### src/rtl/serial_subtractor_if.sv
// -----------------------------------------------------------------------------
// serial_subtractor_if
//   Start/busy/done handshake plus operand and result bus for the bit-serial
//   subtractor.
//
//   Signals:
//     start    controller -> subtractor  request, accepted only when busy=0
//     a, b     controller -> subtractor  minuend / subtrahend (WIDTH bits)
//     bw_in    controller -> subtractor  borrow-in
//     busy     subtractor -> controller  operation in progress
//     done     subtractor -> controller  one-cycle completion pulse
//     diff     subtractor -> controller  a - b - bw_in mod 2^WIDTH
//     bw_out   subtractor -> controller  final borrow
//     overflow subtractor -> controller  two's-complement overflow
//
//   Modports:
//     master  the lab controller side (drives the request)
//     slave   the subtractor side (drives the response)
// -----------------------------------------------------------------------------
interface serial_subtractor_if #(
  parameter int WIDTH = 8
);
  logic             start;
  logic [WIDTH-1:0] a;
  logic [WIDTH-1:0] b;
  logic             bw_in;
  logic             busy;
  logic             done;
  logic [WIDTH-1:0] diff;
  logic             bw_out;
  logic             overflow;

  modport master (
    output start, a, b, bw_in,
    input  busy, done, diff, bw_out, overflow
  );

  modport slave (
    input  start, a, b, bw_in,
    output busy, done, diff, bw_out, overflow
  );
endinterface : serial_subtractor_if

### src/rtl/serial_subtractor.sv
// -----------------------------------------------------------------------------
// serial_subtractor
//   Bit-serial WIDTH-bit subtractor: diff = a - b - bw_in, one bit per clock,
//   LSB first, through a single full-subtractor cell and a rippling borrow
//   flip-flop. Operands are captured into shift registers on an accepted
//   start; the result is assembled in an internal shift register and only
//   copied to the visible outputs on the completion edge, so no partial
//   result is ever presented.
//
//   Ports:
//     clk    rising-edge clock
//     rst_n  asynchronous active-low reset
//     bus    serial_subtractor_if.slave
//              start/a/b/bw_in in, busy/done/diff/bw_out/overflow out
//
//   Timing: start sampled at edge E0 -> busy for WIDTH cycles -> done high
//   for exactly one cycle after edge E0+WIDTH. A start during the done cycle
//   is accepted (back-to-back); a start while busy is ignored.
// -----------------------------------------------------------------------------
module serial_subtractor #(
  parameter int WIDTH = 8
) (
  input  logic                  clk,
  input  logic                  rst_n,
  serial_subtractor_if.slave    bus
);

  localparam int CW = $clog2(WIDTH) + 1;

  typedef enum logic [1:0] {
    S_IDLE = 2'd0,
    S_RUN  = 2'd1,
    S_DONE = 2'd2
  } state_t;

  // ---------------------------------------------------------------------------
  // State and datapath registers
  // ---------------------------------------------------------------------------
  state_t           r_state;
  state_t           w_next_state;

  logic [WIDTH-1:0] r_sa;        // minuend shift register
  logic [WIDTH-1:0] r_sb;        // subtrahend shift register
  logic [WIDTH-2:0] r_res;       // upper result bits assembled so far
  logic             r_br;        // rippling borrow
  logic             r_a_msb;     // operand sign bits kept for overflow
  logic             r_b_msb;
  logic [CW-1:0]    r_count;     // bit index being processed

  logic [WIDTH-1:0] r_diff;
  logic             r_bw_out;
  logic             r_overflow;

  // ---------------------------------------------------------------------------
  // Combinational helpers
  // ---------------------------------------------------------------------------
  logic             w_accept;
  logic             w_last;
  logic             w_d;
  logic             w_br_next;
  logic [WIDTH-1:0] w_res_shift;

  // A new request is taken in IDLE and also in DONE, which gives
  // back-to-back operation without a dead cycle.
  assign w_accept = bus.start && (r_state != S_RUN);

  // The edge that processes the final bit is the one where the counter
  // still reads WIDTH-1 (it was cleared to zero on the accept edge).
  assign w_last = (r_state == S_RUN) && (r_count == CW'(WIDTH - 1));

  // Full-subtractor cell on the current LSBs.
  assign w_d       = r_sa[0] ^ r_sb[0] ^ r_br;
  assign w_br_next = (~r_sa[0] & r_sb[0]) | (~(r_sa[0] ^ r_sb[0]) & r_br);

  // The new bit enters at the MSB; after WIDTH shifts bit 0 has arrived at
  // position 0, so on the last edge this vector is the completed result.
  assign w_res_shift = {w_d, r_res};

  // ---------------------------------------------------------------------------
  // FSM: next-state logic
  // ---------------------------------------------------------------------------
  always_comb begin
    // NOTE: every variable written here gets a default first, so no path can
    // leave it unassigned and infer a latch.
    w_next_state = r_state;
    unique case (r_state)
      S_IDLE: begin
        if (w_accept) w_next_state = S_RUN;
      end
      S_RUN: begin
        if (w_last) w_next_state = S_DONE;
      end
      S_DONE: begin
        if (w_accept) w_next_state = S_RUN;
        else          w_next_state = S_IDLE;
      end
      default: w_next_state = S_IDLE;
    endcase
  end

  // ---------------------------------------------------------------------------
  // FSM: state register
  // ---------------------------------------------------------------------------
  always_ff @(posedge clk or negedge rst_n) begin
    // NOTE: clocked state uses non-blocking assignments so every register
    // samples the pre-edge values, independent of statement order.
    if (!rst_n) r_state <= S_IDLE;
    else        r_state <= w_next_state;
  end

  // ---------------------------------------------------------------------------
  // Serial datapath
  // ---------------------------------------------------------------------------
  always_ff @(posedge clk or negedge rst_n) begin
    if (!rst_n) begin
      r_sa    <= '0;
      r_sb    <= '0;
      r_res   <= '0;
      r_br    <= 1'b0;
      r_a_msb <= 1'b0;
      r_b_msb <= 1'b0;
      r_count <= '0;
    end else if (w_accept) begin
      r_sa    <= bus.a;
      r_sb    <= bus.b;
      r_res   <= '0;
      r_br    <= bus.bw_in;
      r_a_msb <= bus.a[WIDTH-1];
      r_b_msb <= bus.b[WIDTH-1];
      r_count <= '0;
    end else if (r_state == S_RUN) begin
      r_sa    <= r_sa >> 1;
      r_sb    <= r_sb >> 1;
      r_res   <= w_res_shift[WIDTH-1:1];
      r_br    <= w_br_next;
      r_count <= r_count + CW'(1);
    end
  end

  // ---------------------------------------------------------------------------
  // Visible results: updated only on the completion edge and held otherwise,
  // through IDLE and through the whole of any following run.
  // ---------------------------------------------------------------------------
  always_ff @(posedge clk or negedge rst_n) begin
    if (!rst_n) begin
      r_diff     <= '0;
      r_bw_out   <= 1'b0;
      r_overflow <= 1'b0;
    end else if (w_last) begin
      r_diff     <= w_res_shift;
      r_bw_out   <= w_br_next;
      // Signed overflow: operand signs differ and the result sign differs
      // from the minuend sign. The final bit processed is the result MSB.
      r_overflow <= (r_a_msb ^ r_b_msb) & (w_d ^ r_a_msb);
    end
  end

  // ---------------------------------------------------------------------------
  // Outputs
  // ---------------------------------------------------------------------------
  assign bus.busy     = (r_state == S_RUN);
  assign bus.done     = (r_state == S_DONE);
  assign bus.diff     = r_diff;
  assign bus.bw_out   = r_bw_out;
  assign bus.overflow = r_overflow;

endmodule : serial_subtractor

### src/flat_wrapper.sv
// flat-port wrapper written by rule: the top's interface ports become plain ports
module serial_subtractor_flat 
#(
  parameter int WIDTH = 8
)
  (clk, rst_n, bus_start, bus_a, bus_b, bus_bw_in, bus_busy, bus_done, bus_diff, bus_bw_out, bus_overflow);
  serial_subtractor_if #(.WIDTH(WIDTH)) bus_i ();
  input  logic clk;
  input  logic rst_n;
  input wire logic [$bits(bus_i.start)-1:0] bus_start;
  input wire logic [$bits(bus_i.a)-1:0] bus_a;
  input wire logic [$bits(bus_i.b)-1:0] bus_b;
  input wire logic [$bits(bus_i.bw_in)-1:0] bus_bw_in;
  output wire logic [$bits(bus_i.busy)-1:0] bus_busy;
  output wire logic [$bits(bus_i.done)-1:0] bus_done;
  output wire logic [$bits(bus_i.diff)-1:0] bus_diff;
  output wire logic [$bits(bus_i.bw_out)-1:0] bus_bw_out;
  output wire logic [$bits(bus_i.overflow)-1:0] bus_overflow;
  assign bus_i.start = bus_start;
  assign bus_i.a = bus_a;
  assign bus_i.b = bus_b;
  assign bus_i.bw_in = bus_bw_in;
  assign bus_busy = bus_i.busy;
  assign bus_done = bus_i.done;
  assign bus_diff = bus_i.diff;
  assign bus_bw_out = bus_i.bw_out;
  assign bus_overflow = bus_i.overflow;
  serial_subtractor #(.WIDTH(WIDTH)) u_core (.clk(clk), .rst_n(rst_n), .bus(bus_i));
endmodule
### config.mk
export PLATFORM = sky130hd
export DESIGN_NAME = serial_subtractor_flat
export DESIGN_NICKNAME = d
export VERILOG_FILES = /design/src/rtl/serial_subtractor_if.sv /design/src/rtl/serial_subtractor.sv /design/src/flat_wrapper.sv
export SDC_FILE = /design/constraint.sdc
export NUM_CORES = 1
export LEC_CHECK = 0
export CORE_ASPECT_RATIO = 1.75
export CORE_MARGIN = 3
export CORE_UTILIZATION = 55
export CTS_CLUSTER_SIZE = 40
export DETAILED_ROUTE_END_ITERATION = 6
export PLACE_DENSITY = 0.83
export SYNTH_ARGS = -nofsm -noshare
export SYNTH_HDL_FRONTEND = slang
export SYNTH_SLANG_ARGS = --single-unit
### constraint.sdc
create_clock -name clk -period 3.85 [get_ports clk]
set_input_delay 0.5775 -clock clk [delete_from_list [all_inputs] [get_ports clk]]
set_output_delay 0.5775 -clock clk [all_outputs]
set_load 0.01 [all_outputs]
==> impl_metrics.toml <==
[run_status]
status = "finished, final reports clean"

[setup_path]
cp-start-kind = "flip-flop"
cp_max_fo = 9
required_ns = 3.27
r2r_start = "u_core.r_state[1]"
r2r-end = "u_core.bus.diff[1]"
worst_setup_path_end_kind = "output port"
rr_worst_depth = 3
crit_type = "flip-flop to output port"
arrival_ns = 1.62
ff2ff_setup_slack_ns = 2.11

[yosys]
synthSimpleGateAreaFrac_pct = 10.3
ys_types = 21
yosys.area_share.adder_pct = 1.78
ys_top_cells_by_area = "dfrtp_1 (58%), mux2i_1 (9.9%), mux2_2 (7.4%)"
synth-edff-count = 0
synth_xor_area_share_pct = 0.479
ys.flop_type = "dfrtp_1"
synth.avg_cell_area_um2 = 11.2
ys_ff_latch = 42
synth_top_family_by_area = "multiplexers"
synth_mux_area_share_pct = 17.3
yosysMostFrequentCell = "dfrtp_1"
synth-compound-area-share_pct = 8.29
yosysWarningCount = 0
synth_fp_nets = 185
async_flop_share_pct = 100
synth_largest_area_cell = "dfrtp_1"
syn_inst = 163
synth_seq_area_share_pct = 57.5
synthTopCellsByCount = "dfrtp_1 (42), nand2_1 (35), o21ai_0 (26), mux2i_1 (18), mux2_2 (12)"
syn_area_mm2 = 0.00183
yosys.area.top_type_share_pct = 57.5

[timing]
final_max_slew_viol_count = 0
holdWs_ns = 0.408
setup_ws_ns = 1.65
hold_violations = 0
fmax_mhz = 454
worst_pin_slew_ns = 0.886
setup_violations = 0
worst_slew_margin_rel_pct = 40.9
rsz0062_at_grt = "no"
clock_skew_ns = 0.00266
min_period_ns = 2.20
tns_ns = 0
period_share_pct = 57.2

[placed_design]
hpwlAfterDp_mm = 2.36
place.gp.congestion = 0.769
dp_slack_ns = 1.87
placed_cells = 229
dpl-instance-area_mm2 = 0.00214
portBuffers = 31

[grt]
globalRouteOverflowTotal = 0
grt_pass1_wl_mm = 5.73
grt_start_max_net_pins = 50
grtUsageTotal_pct = 19.0
grt_pass1_vias = 1266
antenna_found_initial = 0

[route]
ant_nets = 0
totalWireLength_mm = 3.36
highest_layer = "met4"
firstDrtPassIters = 4
wl_met2_mm = 1.84
met1_length_mm = 1.30
wl_per_cell_um = 14.2
vias = 1257
viasPerCell = 5.30
drtIter0Drc = 15
drc = 0
wl_met3_um = 147

[power_and_ir_drop]
leakagePower_nw = 1.01
power.density_mw_per_mm2 = 737
ir_worst_vdd_v = 0.000535

[die]
io_pins = 32
rows = 27
dieWidth_um = 49.6
core-area_mm2 = 0.00318
die_h_um = 82.2
start_util_pct = 57.5
die-area_mm2 = 0.00408

[hold_path]
hold_path_class = "input port to async pin"

[clock_tree]
clock_latency_ns = 0.29
clock_path_buffers = 2
hold_buffers = 0
ctsResizeCount = 0
cts.sinks = 42
cts_tree = "yes"
ctsHtreeMaxLevel = 2
numCtsBuffers = 5
root_buffer = "clkbuf_8"
cts_setup_buffers = 0
path_clk_slew_ns = 0.07

[cells_and_area]
syn_to_final_growth_pct = 22.2
nNetsFinal = 215
antenna_cells = 0
drive_gt1_share_pct = 12.4
fillers = 255
final_area_mm2 = 0.00223
fin_cells = 237

[run]
cap_violations = 0
worst max path at each step:
stage          slack [ns]           endpoint  cells past startpoint              start
2_1_floorplan        2.41           bus_busy                      4  u_core.r_state[1]
4_1_cts              1.64           bus_busy                      3  u_core.r_state[1]
3_5_place_dp         1.87  u_core.r_count[0]                      5          bus_start
5_1_grt              1.53           bus_busy                      3  u_core.r_state[1]
6_report             1.65           bus_busy                      3  u_core.r_state[1]
3_3_place_gp         1.95  u_core.r_count[3]                      5          bus_start
placed cells by master, fill, tap and decap left out:
cell / instances
a21oi_1: 1
buf_2: 1
buf_4: 2
clkbuf_1: 1
clkbuf_8: 6
clkdlybuf4s50_1: 30
clkinv_2: 1
dfrtp_1: 42
fa_1: 1
ha_1: 1
inv_1: 4
inv_2: 1
mux2_2: 12
mux2i_1: 18
nand2_1: 35
nand2b_1: 2
nand3_1: 3
nor2_1: 2
nor2b_1: 1
nor3_4: 1
o211a_1: 1
o21ai_0: 26
o22ai_1: 1
xor2_1: 1
logic make-up after synthesis:
| logic type | count (synthesis) |
|---|---|
| flops | 42 |
| buf+inv | 15 |
| mux | 30 |
| xor+xnor | 1 |
| fa+ha+maj | 2 |
| simple gates | 44 |
| compound gates | 29 |
through the flow:
step / util [%] / total power (W)
after floorplan: - / 0.00114
after global placement: 67.4 / 0.00132
after detailed placement: 67.4 / 0.00137
after CTS: 70.3 / 0.00166
after global routing: 70.3 / 0.00178
final: 70.3 / 0.00164
layer usage:
| metal | track usage (%) | vias up |
|---|---|---|
| met5 | 0 | - |
| met4 | 9.70 | 0 |
| li1 | - | 607 |
| met3 | 5.92 | 9 |
| met1 | 21.3 | 616 |
| met2 | 32.4 | 25 |
where the power goes:
group	total (W)	leakage (nW)	internal [W]	switching (W)
registers	0.000754	0.525	0.000633	0.000120
logic	0.000603	0.437	0.000299	0.000304
clock network	0.000288	0.0482	0.000145	0.000143
worst max-delay path, stage by stage (launching register included):
cell             delay [ns]
dfrtp_1                0.37
nand2b_1               0.30
inv_2                  0.12
clkdlybuf4s50_1        0.54
flip-flops by register name (all words and copies together), names as in the netlist:
register and count:
u_core.r_br 1, u_core.r_b_msb 1, u_core.bus.bw_out 1, u_core.r_a_msb 1, u_core.bus.diff 8, u_core.r_sa 8, u_core.r_state 2, u_core.r_sb 8
u_core.r_res 7, u_core.bus.overflow 1, u_core.r_count 4
area by class of cell:
cell class	count	area, um^2	area share (%)
inverter	5	18.8	0.841
timing repair buffer	33	320	14.3
multi-input combinational	106	697	31.2
clock buffer	7	86.3	3.87
tap	43	53.8	2.41
sequential	42	1050	47.1
clock inverter	1	5.00	0.224
Note: power is estimated with default switching activity, not from simulation.
